===== src/rtl/mss_tone_pkg.sv =====
// Shared types and helpers for the tone phase generator (TONE_GLIDE_EN selects glide retuning).
package mss_tone_pkg;

  typedef enum logic [1:0] {
    IDLE   = 2'd0,
    RUN    = 2'd1,
    FINISH = 2'd2
  } tone_state_t;

  localparam int ACC_W_DEF = 24;

  // The sine table has no entry for the all-ones code, so it folds onto address 0.
  function automatic logic [31:0] addr_fold(input logic [31:0] code, input int width);
    logic [31:0] max_code;
    max_code = (32'd1 << width) - 32'd1;
    if (code == max_code) begin
      return 32'd0;
    end else begin
      return code;
    end
  endfunction

endpackage


===== src/rtl/tone_glide.sv =====
// Portamento stepper: moves the active tuning word toward its target by GLIDE_STEP, clamping at the target.
module tone_glide
  import mss_tone_pkg::*;
#(
  parameter int ACC_W      = ACC_W_DEF,
  parameter int GLIDE_STEP = 256
) (
  input  logic [ACC_W-1:0] cur_word,
  input  logic [ACC_W-1:0] target_word,
  output logic [ACC_W-1:0] next_word
);

  localparam logic [ACC_W-1:0] STEP = ACC_W'(GLIDE_STEP);

  // One glide step, never overshooting the target.
  always_comb begin
    next_word = cur_word;
    if (cur_word > target_word) begin
      if ((cur_word - target_word) > STEP) begin
        next_word = cur_word - STEP;
      end else begin
        next_word = target_word;
      end
    end else begin
      if ((target_word - cur_word) > STEP) begin
        next_word = cur_word + STEP;
      end else begin
        next_word = target_word;
      end
    end
  end

endmodule


===== src/rtl/tone_phase_gen.sv =====
// Phase-accumulator NCO addressing a sine ROM; tones end only at a phase wrap.
// Define TONE_GLIDE_EN to glide between tuning words instead of retuning instantly.
module tone_phase_gen
  import mss_tone_pkg::*;
#(
  parameter int COUNT_SIZE = 8,
  parameter int ACC_W      = ACC_W_DEF
`ifdef TONE_GLIDE_EN
  , parameter int GLIDE_STEP = 256
`endif
) (
  input  logic                  CLK,
  input  logic                  RESETn,
  input  logic                  sample_tick,
  input  logic                  tone_on,
  input  logic                  tune_load,
  input  logic [ACC_W-1:0]      tune_word,
  output logic [COUNT_SIZE-1:0] ADDR,
  output logic                  busy,
  output logic                  wrap_pulse
);

  tone_state_t           state_r, state_next_s;
  logic [ACC_W-1:0]      acc_r, acc_next_s;
  logic [ACC_W-1:0]      pend_word_r, act_word_r, act_next_s, word_target_s;
  logic [ACC_W:0]        sum_s;
  logic                  wrap_next_s;
  logic [COUNT_SIZE-1:0] addr_top_s, addr_next_s;

  // A word loaded on a tick is forwarded so it takes effect from the very next tick.
  assign word_target_s = tune_load ? tune_word : pend_word_r;

`ifdef TONE_GLIDE_EN
  tone_glide #(
    .ACC_W      (ACC_W),
    .GLIDE_STEP (GLIDE_STEP)
  ) u_glide (
    .cur_word    (act_word_r),
    .target_word (word_target_s),
    .next_word   (act_next_s)
  );
`else
  assign act_next_s = word_target_s;
`endif

  assign sum_s       = {1'b0, acc_r} + {1'b0, act_word_r};
  assign addr_top_s  = acc_next_s[ACC_W-1 -: COUNT_SIZE];
  assign addr_next_s = COUNT_SIZE'(addr_fold(32'(addr_top_s), COUNT_SIZE));

  // Start/stop control and phase advance; FINISH only drops to IDLE on a wrap or a zero word.
  always_comb begin
    state_next_s = state_r;
    acc_next_s   = acc_r;
    wrap_next_s  = 1'b0;
    case (state_r)
      IDLE: begin
        acc_next_s = {ACC_W{1'b0}};
        if (tone_on) begin
          state_next_s = RUN;
        end else begin
          state_next_s = IDLE;
        end
      end
      RUN: begin
        if (sample_tick) begin
          acc_next_s  = sum_s[ACC_W-1:0];
          wrap_next_s = sum_s[ACC_W];
        end else begin
          acc_next_s  = acc_r;
        end
        if (!tone_on) begin
          state_next_s = FINISH;
        end else begin
          state_next_s = RUN;
        end
      end
      FINISH: begin
        if (sample_tick) begin
          acc_next_s  = sum_s[ACC_W-1:0];
          wrap_next_s = sum_s[ACC_W];
        end else begin
          acc_next_s  = acc_r;
        end
        if (tone_on) begin
          state_next_s = RUN;
        end else if (sample_tick && (sum_s[ACC_W] || (act_word_r == {ACC_W{1'b0}}))) begin
          state_next_s = IDLE;
          acc_next_s   = {ACC_W{1'b0}};
        end else begin
          state_next_s = FINISH;
        end
      end
      default: begin
        state_next_s = IDLE;
        acc_next_s   = {ACC_W{1'b0}};
      end
    endcase
  end

  // State, phase, tuning words and registered outputs.
  always_ff @(posedge CLK or negedge RESETn) begin
    if (!RESETn) begin
      state_r     <= IDLE;
      acc_r       <= {ACC_W{1'b0}};
      pend_word_r <= {ACC_W{1'b0}};
      act_word_r  <= {ACC_W{1'b0}};
      ADDR        <= {COUNT_SIZE{1'b0}};
      busy        <= 1'b0;
      wrap_pulse  <= 1'b0;
    end else begin
      state_r    <= state_next_s;
      acc_r      <= acc_next_s;
      ADDR       <= addr_next_s;
      busy       <= (state_next_s != IDLE);
      wrap_pulse <= wrap_next_s;
      if (tune_load) begin
        pend_word_r <= tune_word;
      end
      if (sample_tick) begin
        act_word_r <= act_next_s;
      end
    end
  end

endmodule


===== config.mk =====
export PLATFORM = sky130hd
export DESIGN_NAME = tone_phase_gen
export DESIGN_NICKNAME = d
export VERILOG_FILES = /design/src/rtl/mss_tone_pkg.sv /design/src/rtl/tone_glide.sv /design/src/rtl/tone_phase_gen.sv
export SDC_FILE = /design/constraint.sdc
export NUM_CORES = 1
export LEC_CHECK = 0
export BUFFER_PORTS_ARGS = -buffer_cell sky130_fd_sc_hd__clkbuf_2
export CAP_MARGIN = 20
export CORE_MARGIN = 8
export CORE_UTILIZATION = 55
export CTS_CLUSTER_SIZE = 28
export DETAILED_ROUTE_END_ITERATION = 8
export PLACE_DENSITY = 0.74
export SYNTH_ARGS = -nofsm -noshare
export SYNTH_HDL_FRONTEND = slang
export SYNTH_SLANG_ARGS = --single-unit
export TNS_END_PERCENT = 20

===== constraint.sdc =====
create_clock -name CLK -period 3.79 [get_ports CLK]
set_input_delay 0.379 -clock CLK [delete_from_list [all_inputs] [get_ports CLK]]
set_output_delay 0.379 -clock CLK [all_outputs]
set_load 0.05 [all_outputs]

Word level (Yosys, flattened, before mapping). Cells that the tools add are included.

Reductions and logical operators: 6. Equality and inequality tests: 3. $add $sub $neg: 1. Muxes and demuxes: 13.

Operators by type and width (number): two-way mux 24 bit (4); one-hot mux 24 bit (2 select lines) (1); adder 24 x 24 -> 25 bit (1); logical NOT 24 bit (1); == test 8 bit (second input constant) (1); two-way mux 8 bit (1); two-way mux 2 bit (3); one-hot mux 2 bit (3 select lines) (1); two-way mux 1 bit (3); == test 2 x 1 -> 1 bit (second input constant) (1); == test 2 bit (second input constant) (1); logical NOT 2 bit (1); nonzero test 2 bit (1); OR reduction 2 bit (1); logical AND 1 bit (1); logical OR 1 bit (1).

Bits in registers: 84. Output and inout bits: 10. Word-level logic and storage cells: 30.

Depth between registers and ports, before layout. Gate-level depths: netlist of run 1.

Depth in word-level cells: 8. Gate-level depth with buffers: 10.

Least setup slack after synthesis of run 1. No wires, ideal clock.

Kind: reg-to-reg. From: register act_word_r[0]. To: register ADDR[6]. Path slack: 977 ps. Cell stages (with the launch flop): 11. Arrival: 2678 ps. Setup time: 136 ps. Period minus slack after synthesis: 2813 ps. Path buffers: 0. Cells stage by stage: dfrtp_1 -> ha_1 -> fa_1 -> a21oi_1 -> o21bai_4 -> a211o_1 -> a21oi_2 -> nor3_1 -> or4b_4 -> nor3_4 -> nor3_1.

Longest elaborated chain between the ends: 8. Elaborated cells between the ends (all ways): 10. Classes of those cells: add/sub (1); eq/ne (1); mux (5); reduce/logical (3).

RTL lines: start, declared (RTL line tone_phase_gen.sv:25) `logic [ACC_W-1:0] pend_word_r, act_word_r, act_next_s, word_target_s;`; start signal, assigned (RTL line tone_phase_gen.sv:106) `act_word_r <= {ACC_W{1'b0}};`; start signal, assigned (RTL line tone_phase_gen.sv:120) `act_word_r <= act_next_s;`; adder 24 x 24 -> 25 bit or logical NOT 24 bit (tied branches) (RTL line tone_phase_gen.sv:46, tone_phase_gen.sv:86); logical OR 1 bit (RTL line tone_phase_gen.sv:86) `end else if (sample_tick && (sum_s[ACC_W] || (act_word_r == {ACC_W{1'b0}}))) begin`; logical AND 1 bit (RTL line tone_phase_gen.sv:86); two-way mux 24 bit (RTL line tone_phase_gen.sv:86); two-way mux 24 bit (RTL line tone_phase_gen.sv:84) `if (tone_on) begin`; one-hot mux 24 bit (2 select lines) (*) (RTL line tone_phase_gen.sv:55) `case (state_r)`; == test 8 bit (RTL line mss_tone_pkg.sv:16) `if (code == max_code) begin`; two-way mux 8 bit (*) (RTL line mss_tone_pkg.sv:16); named net addr_next_s[6] (RTL line tone_phase_gen.sv:28) `logic [COUNT_SIZE-1:0] addr_top_s, addr_next_s;`; end signal, assigned (RTL line tone_phase_gen.sv:107) `ADDR <= {COUNT_SIZE{1'b0}};`; end signal, assigned (RTL line tone_phase_gen.sv:113) `ADDR <= addr_next_s;`; end, declared (RTL line tone_phase_gen.sv:18) `output logic [COUNT_SIZE-1:0] ADDR,`.

The timed path passes the listed nets; every way through them passes the cells marked *. A chain may end at the register's enable or synchronous reset.

Worst setup path after layout of run 1.
From: register acc_r[19]. To: register ADDR[0].

Longest elaborated chain between the ends: 8. Elaborated cells between the ends (all ways): 9. Classes of those cells: add/sub (1); eq/ne (1); mux (5); reduce/logical (2).

RTL lines: start, declared (RTL line tone_phase_gen.sv:24) `logic [ACC_W-1:0] acc_r, acc_next_s;`; start signal, assigned (RTL line tone_phase_gen.sv:104) `acc_r <= {ACC_W{1'b0}};`; start signal, assigned (RTL line tone_phase_gen.sv:112) `acc_r <= acc_next_s;`; adder 24 x 24 -> 25 bit (RTL line tone_phase_gen.sv:46) `assign sum_s = {1'b0, acc_r} + {1'b0, act_word_r};`; logical OR 1 bit (RTL line tone_phase_gen.sv:86); logical AND 1 bit (RTL line tone_phase_gen.sv:86); two-way mux 24 bit (RTL line tone_phase_gen.sv:86); two-way mux 24 bit (RTL line tone_phase_gen.sv:84); one-hot mux 24 bit (2 select lines) (*) (RTL line tone_phase_gen.sv:55); == test 8 bit (RTL line mss_tone_pkg.sv:16); two-way mux 8 bit (*) (RTL line mss_tone_pkg.sv:16); named net addr_next_s[0] (RTL line tone_phase_gen.sv:28).

Marked as above.

==> impl_results.md, run 1 <==
* R2r startpoint: acc_r[19]$_DFF_PN0_
* Synth Cell Area at 0.00489 sq mm
* DR WL met2 at 5540 um
* First-pass iteration count of the detailed router at 5
* FF+latch area at 0.00210 sq mm
* Worst slew margin relative to its limit at 59.6%
* Crit share post-route at 87.8%
* DRT iter0 DRCs at 274
* Gate power share at 43.9%
* Die Area at 0.0122 sq mm
* Dominant synthesized flop cell: dfrtp_1
* DRC at 0
* Clk network pwr share at 21.5%
* Worst hold margin at 0.251 ns
* WL final at 12400 um
* Status: finished, final reports clean
* Switching pwr at 1390 uW
* Synth unique cells at 68
* CTS max path bufs at 2
* Skew final at 0.0169 ns
* Met3 wire len at 668 um
* CTS tree: done
* Arr. time, crit path at 3.61 ns
* PortBufs at 38
* Rows at 34
* All-Layer GR Usage at 21.2%
* Overall die height at 110 um
* Vias/cell at 6.13
* CP required at 4.07 ns
* Seq cells post-synth at 84
* Reg power frac at 34.6%
* Register area share after synthesis at 43.0%
* Final Slew Violations at 0
* HP Class: in2reg
* Critical Path Start Type: flip-flop
* Area grow syn2layout at 10.6%
* Total gr overflow at 0
* Critical path endpoint category: flip-flop
* Post-synth EDFFs at 0
* Final net count at 600
* Layout fillers at 760
* Final ANT Viol Nets at 0
* Fin. Hold Viols at 0
* Largest net degree at the start of global routing at 85
* Area of the multi-input gates at 0.00265 sq mm
* Power Density at 606 mW/mm^2
* Clk_lat worst skew at 0.38 ns
* Final setup violation count at 0
* Hold Startpoint: tune_word[5]
* Crit path max fanout at 19
* H-Tree Level Count at 3
* CTS buffer count at 9
* Clk sink count at 84
* Kind of critical path: reg2reg
* Metal-1 WL at 6020 um
* Initial antenna violation count at 0
* Initial Util at 56.4%
* Minimum clock period at 3.33 ns
* Peak VDD IR at 0.268 mV
* Dpl hpwl at 9140 um
* I/O pin cnt at 39
* Post-Syn Nets at 566
* Clock Tree Root: clkbuf_8
* Setup tns final at 0 ns
* Crit path launch: acc_r[19]$_DFF_PN0_
* Place WS at 0.551 ns
* Core ar. at 0.00868 sq mm
* Leakage power at 0.00254 uW
* Ys async rst share at 100%
* Maxcap violations at 0
* First-pass GRT wire length at 20100 um
* Die X at 110 um
* Routed via count at 4016
* Top layer in use: met4
* Syn_area_per_cell at 9.63 sq um
* Ant diodes at 0
* Unrepaired setup endpoints after global routing: false
* Layout cell share with drive strength beyond 1 at 18.8%
* GP Congestion at 0.990
* Clock slew at reported path FFs at 0.11 ns
* Synth warn at 0
* Internal at 1880 uW
* Fraction of power spent switching nets at 42.5%
* Mapped Cells at 508
* Peak Freq at 0.300 GHz
* Vias in the first global route at 3888
* Worst Tran Pin Value at 0.606 ns
* WL/cell at 18.9 um
* Setup ws final at 0.461 ns
==> state kept, by name, indices dropped and copies added, names as in the netlist <==
register	flops
ADDR	8
pend_word_r	24
act_word_r	24
busy	1
wrap_pulse	1
acc_r	24
state_r	2
==> path summary, 6_finish.rpt <==
path / end / slack [ns] / cells after the start
hold reg to reg: pend_word_r[17]$_DFF_PN0_ / 0.50 / 1
min in group asynchronous: act_word_r[5]$_DFFE_PN0P_ / 0.48 / 2
setup / recovery: ADDR[0]$_DFF_PN0_ / 0.46 / 9
hold / removal: pend_word_r[5]$_DFF_PN0_ / 0.25 / 2
setup reg to reg: ADDR[0]$_DFF_PN0_ / 0.46 / 9
max in group asynchronous: pend_word_r[15]$_DFF_PN0_ / 2.68 / 3
==> cells in the mapped netlist, types with 3 or more instances <==
master	number	area, sq um
nand2_1	26	97.6
nor3_1	10	50.1
a211oi_1	8	60.1
xnor2_1	9	78.8
o21a_1	4	30.0
o21ai_0	14	70.1
mux2i_1	14	140
nor2_1	108	405
xor2_1	5	43.8
mux2_2	25	282
nor4_1	5	31.3
clkbuf_1	10	37.5
a211o_1	4	35.0
and3_1	6	37.5
buf_2	7	35.0
nand4_1	8	50.1
nor2b_1	3	18.8
ha_1	28	350
a21oi_2	3	26.3
a21o_1	14	105
nand3_1	10	50.1
and2_1	4	25.0
a21boi_1	3	22.5
buf_1	4	15.0
dfrtp_1	84	2100
inv_1	10	37.5
a21oi_1	31	155
==> area by class of cell <==
| class | instances | share of cell area [%] |
|---|---|---|
| Sequential cell | 84 | 38.8 |
| Timing Repair Buffer | 46 | 5.09 |
| Inverter | 10 | 0.693 |
| Tap cell | 108 | 2.50 |
| Clock inverter | 7 | 1.62 |
| Clock buffer | 9 | 2.29 |
| Multi-Input combinational cell | 391 | 49.0 |
==> critical path, cell delays in order, from the launching register on <==
cell and delay [ns]:
dfrtp_1 0.41, ha_1 0.44, a21o_1 0.24, a31oi_1 0.37, o221ai_1 0.23, a21o_1 0.23
o21ai_0 0.43, nand2_1 0.35, buf_4 0.31, nor3_1 0.24
==> cell usage in the layout, fill, tap and decap left out, types with 3 or more instances in the layout <==
cell type and count:
nand4_1 8, nor2b_1 3, o21a_1 4, a211oi_1 8, a21oi_2 3, nor2_1 108, xnor2_1 9, mux2i_1 14
a211o_1 4, inv_1 10, nand2_1 26, o21ai_0 14, dfrtp_1 84, a21oi_1 31, a21boi_1 3, buf_4 7
nand3_1 10, nor4_1 5, inv_6 3, and2_1 4, nor3_1 10, xor2_1 5, mux2_2 25, clkbuf_8 9
ha_1 28, and3_1 6, clkbuf_2 37, a21o_1 14
==> kinds of logic (layout without fill, tap and decap cells) <==
family,count (synthesis),count (layout),synth area share [%]
XOR/XNOR,14,14,2.51
adder cells (fa/ha/maj),29,29,7.57
AO/OA/AOI/OAI,112,112,16.4
buffers and inverters,33,72,2.86
flip-flops,84,84,43.0
AND/OR/NAND/NOR,197,197,19.1
multiplexers,39,39,8.62
==> through the flow <==
step	utilization [%]	instance area [sq um]	cells	power, uW
after floorplan	-	4890	508	2200
after global placement	59.5	5160	637	2540
after detailed placement	59.5	5160	637	2550
after CTS	61.9	5380	653	3260
after global routing	62.4	5410	655	3460
final	62.4	5410	655	3280
==> repair_timing <==
action | in CTS | in global routing
setup buffers | 0 | 0
resized for setup | 0 | 0
hold endpoints to repair | 0 | 32
hold buffers | 0 | 1
==> power by group through the flow <==
stage	logic (uW)	clock network [uW]	registers, uW
final	1440	705	1130
after global routing	1570	742	1150
after CTS	1410	710	1130
after detailed placement	1400	0	1150
after global placement	1400	0	1140
after floorplan	990	0	1210
==> routing by layer <==
layer  global-route usage (%)  vias up
met4                     5.04        0
met1                     30.8     1976
met2                     32.2      125
met3                     3.66       18
li1                         -     1897
met5                        0        -
(Power assumes the default switching activity.)
==> run 2, diff against run 1 <==
Settings changed: CORE_UTILIZATION 55 to 40, PLACE_DENSITY 0.74 to not set, SKIP_LAST_GASP set to 1.
==> impl_results.md, run 2 (synthesis results as in run 1) <==
* Clk sink count at 84 (unchanged)
* Critical path endpoint category: flip-flop
* Vias/cell at 5.51 (-10%)
* CTS max path bufs at 2 (unchanged)
* Post-CTS setup buffers at 0 (unchanged)
* Status: finished, final reports clean
* CP required at 3.99 ns (-0.08 ns)
* Crit share post-route at 81.4% (-6.4 points)
* Largest net degree at the start of global routing at 85 (unchanged)
* Peak Freq at 0.324 GHz (+7.9%)
* Unrepaired setup endpoints after global routing: false
* Biggest regs: acc_r: 24 flops, act_word_r: 24 flops, pend_word_r: 24 flops
* Kind of critical path: reg2reg
* Core ar. at 0.0120 sq mm (+38%)
* All-Layer GR Usage at 15.6% (-5.6 points)
* Leakage power at 0.00256 uW (+0.53%)
* Peak VDD IR at 0.310 mV (+16%)
* FF+latch area at 0.00210 sq mm (unchanged)
* Dpl hpwl at 9130 um (-0.12%)
* Reg2reg setup slack at 0.70 ns (+0.24 ns)
* First-pass GRT wire length at 20000 um (-0.65%)
* Worst Tran Pin Value at 0.606 ns (-0.000356 ns)
* First-pass iteration count of the detailed router at 4 (-1)
* Crit path max fanout at 13 (-6)
* Initial antenna violation count at 1 (+1)
* Clock slew at reported path FFs at 0.06 ns (-0.05 ns)
* Worst reg-to-reg path cell count at 8 (-1)
* CTS buffer count at 9 (unchanged)
* DRT iter0 DRCs at 254 (-7.3%)
* DRC at 0 (unchanged)
* Cts repair resizes at 0 (unchanged)
* CTS tree: done
* Reg power frac at 33.6% (-1.0 points)
* Area of the multi-input gates at 0.00265 sq mm (unchanged)
* Initial Util at 40.9% (-15 points)
* I/O pin cnt at 39 (unchanged)
* Setup tns final at 0 ns (unchanged)
* Critical Path Start Type: flip-flop
* Cts hold-fix bufs at 0 (unchanged)
* Commonest non-fill, non-tap cell in the layout: nor2_1
* HP Class: in2async
* Worst reg2reg endpoint: ADDR[6]$_DFF_PN0_
* Gate power share at 42.2% (-1.7 points)
* Total gr overflow at 0 (unchanged)
* Worst slew margin relative to its limit at 59.6% (about the same)
* Final net count at 600 (unchanged)
* Utilization after layout at 46.1% (-16 points)
* Ant diodes at 0 (unchanged)
* WL/cell at 17.3 um (-8.5%)
* PortBufs at 38 (unchanged)
* Minimum clock period at 3.09 ns (-0.243 ns)
* Final ANT Viol Nets at 0 (unchanged)
* Overall die height at 127 um (+15%)
* WL final at 12000 um (-3.2%)
* Vias in the first global route at 3855 (-0.85%)
* Layout fillers at 1153 (+52%)
* GP Congestion at 0.885 (-11%)
* Maxcap violations at 0 (unchanged)
* Die Area at 0.0160 sq mm (+32%)
* H-Tree Level Count at 3 (unchanged)
* Final Slew Violations at 0 (unchanged)
* Fraction of power spent switching nets at 39.9% (-2.7 points)
* Commonest non-fill, non-tap cells in the layout: 108 x nor2_1, 84 x dfrtp_1, 37 x clkbuf_2
* Layout cell share with drive strength beyond 1 at 18.5% (-0.33 points)
* Area grow syn2layout at 12.6%
* Internal at 2020 uW (+7.5%)
* Clk_lat worst skew at 0.35 ns (-0.03 ns)
* Routed via count at 3819 (-4.9%)
* Switching pwr at 1340 uW (-3.8%)
* Arr. time, crit path at 3.29 ns (-0.32 ns)
* Die X at 127 um (+15%)
* Final setup violation count at 0 (unchanged)
* Clock Tree Root: clkbuf_16
* Fin cells at 693 (+5.8%)
* Rows at 40 (+18%)
* Fin. Hold Viols at 0 (unchanged)
* R2r startpoint: acc_r[18]$_DFF_PN0_
* Power Density at 611 mW/mm^2 (+0.88%)
* Skew final at 0.00944 ns (-0.00746 ns)
* Clk network pwr share at 24.2% (+2.7 points)
* DP Cell Count at 677 (+6.3%)
-- run 2: power groups by stage --
stage,sequential [uW],clock (uW),combinational [uW]
6_report,1130,813,1420
4_1_cts,1130,834,1420
3_5_place_dp,1150,0,1410
3_3_place_gp,1140,0,1410
5_1_grt,1150,865,1570
2_1_floorplan,1210,0,990
-- run 2: metrics by stage --
step                hold WS, ns  cell area, sq um  setup slack, ns  power, uW
floorplan                0.0834              4890            0.977       2200
global placement          0.482              5220            0.749       2550
detailed placement        0.487              5220            0.714       2560
CTS                       0.262              5490            0.692       3380
global route             0.0649              5510            0.484       3590
finish                   0.0236              5510            0.704       3370
-- run 2: worst max-delay path: stages, from the launching register on --
cell      delay, ns
dfrtp_1        0.40
ha_1           0.54
nand4_2        0.29
o41a_1         0.48
a211oi_1       0.25
nor3b_1        0.13
or4b_4         0.53
nor3_4         0.25
nor3_1         0.07
-- run 2: final cells by class --
cell class	count	area share (%)
multi-input combinational	391	48.1
sequential	84	38.1
tap	147	3.34
timing repair buffer	46	4.81
clock inverter	3	0.431
inverter	10	0.681
clock buffer	12	4.47
-- run 2: worst max path at each step --
stage                                from                end  slack (ns)  cells after the start
2_1_floorplan   act_word_r[0]$_DFFE_PN0P_  ADDR[6]$_DFF_PN0_        0.98                     10
3_3_place_gp   act_word_r[18]$_DFFE_PN0P_  ADDR[6]$_DFF_PN0_        0.75                      8
3_5_place_dp   act_word_r[18]$_DFFE_PN0P_  ADDR[6]$_DFF_PN0_        0.71                      8
4_1_cts        act_word_r[18]$_DFFE_PN0P_  ADDR[6]$_DFF_PN0_        0.69                      8
5_1_grt        act_word_r[18]$_DFFE_PN0P_  ADDR[7]$_DFF_PN0_        0.48                      8
6_report              acc_r[18]$_DFF_PN0_  ADDR[6]$_DFF_PN0_        0.70                      8
-- run 2: routing by layer --
layer | up-vias | share of wire, % | track usage, %
met1 | 1845 | 50 | 21.6
met5 | - | 0.11 | 0
met3 | 20 | 4.0 | 3.10
met4 | 2 | 2.1 | 6.79
li1 | 1891 | - | -
met2 | 61 | 44 | 23.1
==> run 3, diff against run 2 <==
Clock period 3.79 ns to 2.8 ns, I/O delays scaled along.
==> impl_results.md, run 3 (synthesis results as in run 1) <==
* DRT iter0 DRCs at 260 (+2.4%)
* Biggest regs: acc_r: 24 flops, act_word_r: 24 flops, pend_word_r: 24 flops
* Rows at 40 (unchanged)
* Dpl hpwl at 9870 um (+8.1%)
* All-Layer GR Usage at 16.9% (+1.3 points)
* GP Congestion at 0.887 (+0.16%)
* I/O pin cnt at 39 (unchanged)
* Peak VDD IR at 0.446 mV (+44%)
* First-pass GRT wire length at 21300 um (+6.6%)
* Final net count at 657 (+9.5%)
* Largest net degree at the start of global routing at 85 (unchanged)
* Area grow syn2layout at 26.2%
* Die X at 127 um (unchanged)
* Leakage power at 0.00286 uW (+12%)
* Maxcap violations at 0 (unchanged)
* DRC at 0 (unchanged)
* Layout fillers at 1128 (-2.2%)
* Unrepaired setup endpoints after global routing: true
* Clock slew at reported path FFs at 0.07 ns (about the same)
* Total gr overflow at 0 (unchanged)
* CP required at 3.03 ns (-0.96 ns)
* Layout cell share with drive strength beyond 1 at 31.5% (+13 points)
* Clock Tree Root: clkbuf_16
* Status: finished, violations left
* Worst Tran Pin Value at 0.619 ns (+0.0134 ns)
* Initial antenna violation count at 0 (-1)
* PortBufs at 38 (unchanged)
* Commonest non-fill, non-tap cell in the layout: nor2_1
* Final ANT Viol Nets at 0 (unchanged)
* Critical Path Start Type: flip-flop
* Vias in the first global route at 4061 (+5.3%)
* HP Class: in2reg
* Final setup violation count at 6 (+6)
* Routed via count at 4153 (+8.7%)
* Peak Freq at 0.345 GHz (+6.5%)
* Kind of critical path: reg2reg
* WL/cell at 17.9 um (+3.5%)
* Worst slew margin relative to its limit at 58.7% (-0.89 points)
* Initial Util at 40.9% (unchanged)
* Ant diodes at 0 (unchanged)
* Crit share post-route at 104% (+22 points)
* Crit path max fanout at 5 (-8)
* Arr. time, crit path at 3.12 ns (-0.17 ns)
* Fin. Hold Viols at 0 (unchanged)
* Clk_lat worst skew at 0.35 ns (about the same)
* Violated checks: setup timing
* Critical path endpoint category: flip-flop
* Final Slew Violations at 0 (unchanged)
* Power Density at 826 mW/mm^2 (+35%)
* CTS max path bufs at 2 (unchanged)
* Setup tns final at -0.455 ns (-0.455 ns)
* Overall die height at 127 um (unchanged)
* Vias/cell at 5.53 (+0.35%)
* Setup ws final at -0.0985 ns (-0.802 ns)
* First-pass iteration count of the detailed router at 6 (+2)
* Clk sink count at 84 (unchanged)
* Design Power at 5100 uW (+51%)
* Minimum clock period at 2.90 ns (-0.188 ns)
* CTS tree: done
* Core ar. at 0.0120 sq mm (unchanged)
* Skew final at 0.0101 ns (+0.000611 ns)
* Worst hold margin at 0.175 ns (+0.151 ns)
* Die Area at 0.0160 sq mm (unchanged)
* WL final at 13400 um (+12%)
* CTS buffer count at 9 (unchanged)
* H-Tree Level Count at 3 (unchanged)
* Commonest non-fill, non-tap cells in the layout: 108 x nor2_1, 84 x dfrtp_1, 62 x buf_4
## run 3: cell types whose count changed in the layout (fill, tap and decap cells not counted), moves of 3 or more
cell / change
buf_4: +54
a21oi_1: -6
inv_6: +4
ha_1: -14
ha_4: +3
ha_2: +11
a21oi_2: +4
## run 3: metrics by stage
step	cell area [sq um]	cells	util, %	worst slack, ns
after floorplan	4900	508	-	0.0435
after global placement	5620	728	47.0	-0.0592
after detailed placement	5620	728	47.0	-0.159
after CTS	5930	746	49.6	-0.0694
after global routing	6180	751	51.6	-0.195
final	6180	751	51.6	-0.0985
## run 3: critical path: stages, from the launching register on
cell and delay [ns]:
dfrtp_1 0.39, ha_2 0.20, fa_2 0.39, buf_6 0.14
nand3_4 0.08, a21oi_4 0.07, o21ai_4 0.22, and2_4 0.19
a311o_1 0.21, or4b_4 0.50, nor3_4 0.28, nor2b_1 0.09
## run 3: worst paths after layout
check                      cells past startpoint  slack [ns]                    endpoint                 startpoint
setup reg to reg                              11        -0.1           ADDR[4]$_DFF_PN0_         acc_r[0]$_DFF_PN0_
setup / recovery                              11        -0.1           ADDR[4]$_DFF_PN0_         acc_r[0]$_DFF_PN0_
max in group asynchronous                      3        1.73  act_word_r[17]$_DFFE_PN0P_                     RESETn
min in group asynchronous                      2        0.44   pend_word_r[12]$_DFF_PN0_                     RESETn
hold / removal                                 2        0.17   pend_word_r[11]$_DFF_PN0_              tune_word[11]
hold reg to reg                                1        0.50   pend_word_r[13]$_DFF_PN0_  pend_word_r[13]$_DFF_PN0_
## run 3: repair_timing
action	CTS	global route
pin swaps	7	10
hold endpoints to repair	0	35
setup endpoints to repair	8	11
hold buffers	0	1
setup buffers	2	3
gates resized for setup	6	37
## run 3: final cells by class
cell class | count | area [sq um] | area share, %
Timing Repair Buffer | 103 | 719 | 11.6
Multi-Input combinational cell | 391 | 2860 | 46.2
Inverter | 10 | 37.5 | 0.608
Clock buffer | 9 | 225 | 3.65
Sequential cell | 84 | 2100 | 34.0
Clock inverter | 7 | 53.8 | 0.871
Tap cell | 147 | 184 | 2.98
## run 3: metal layers
| metal | global-route usage [%] | vias up | part of all wire (%) |
|---|---|---|---|
| li1 | - | 2011 | - |
| met1 | 23.6 | 2018 | 49 |
| met2 | 25.4 | 106 | 45 |
| met3 | 2.64 | 18 | 4.0 |
| met4 | 7.15 | 0 | 2.0 |
| met5 | 0 | - | 0 |
## run 3: power by group
group / switching [uW] / leakage, uW / internal (uW)
logic: 1390 / 0.00168 / 1030
clock network: 528 / 0.000141 / 612
registers: 135 / 0.00104 / 1410
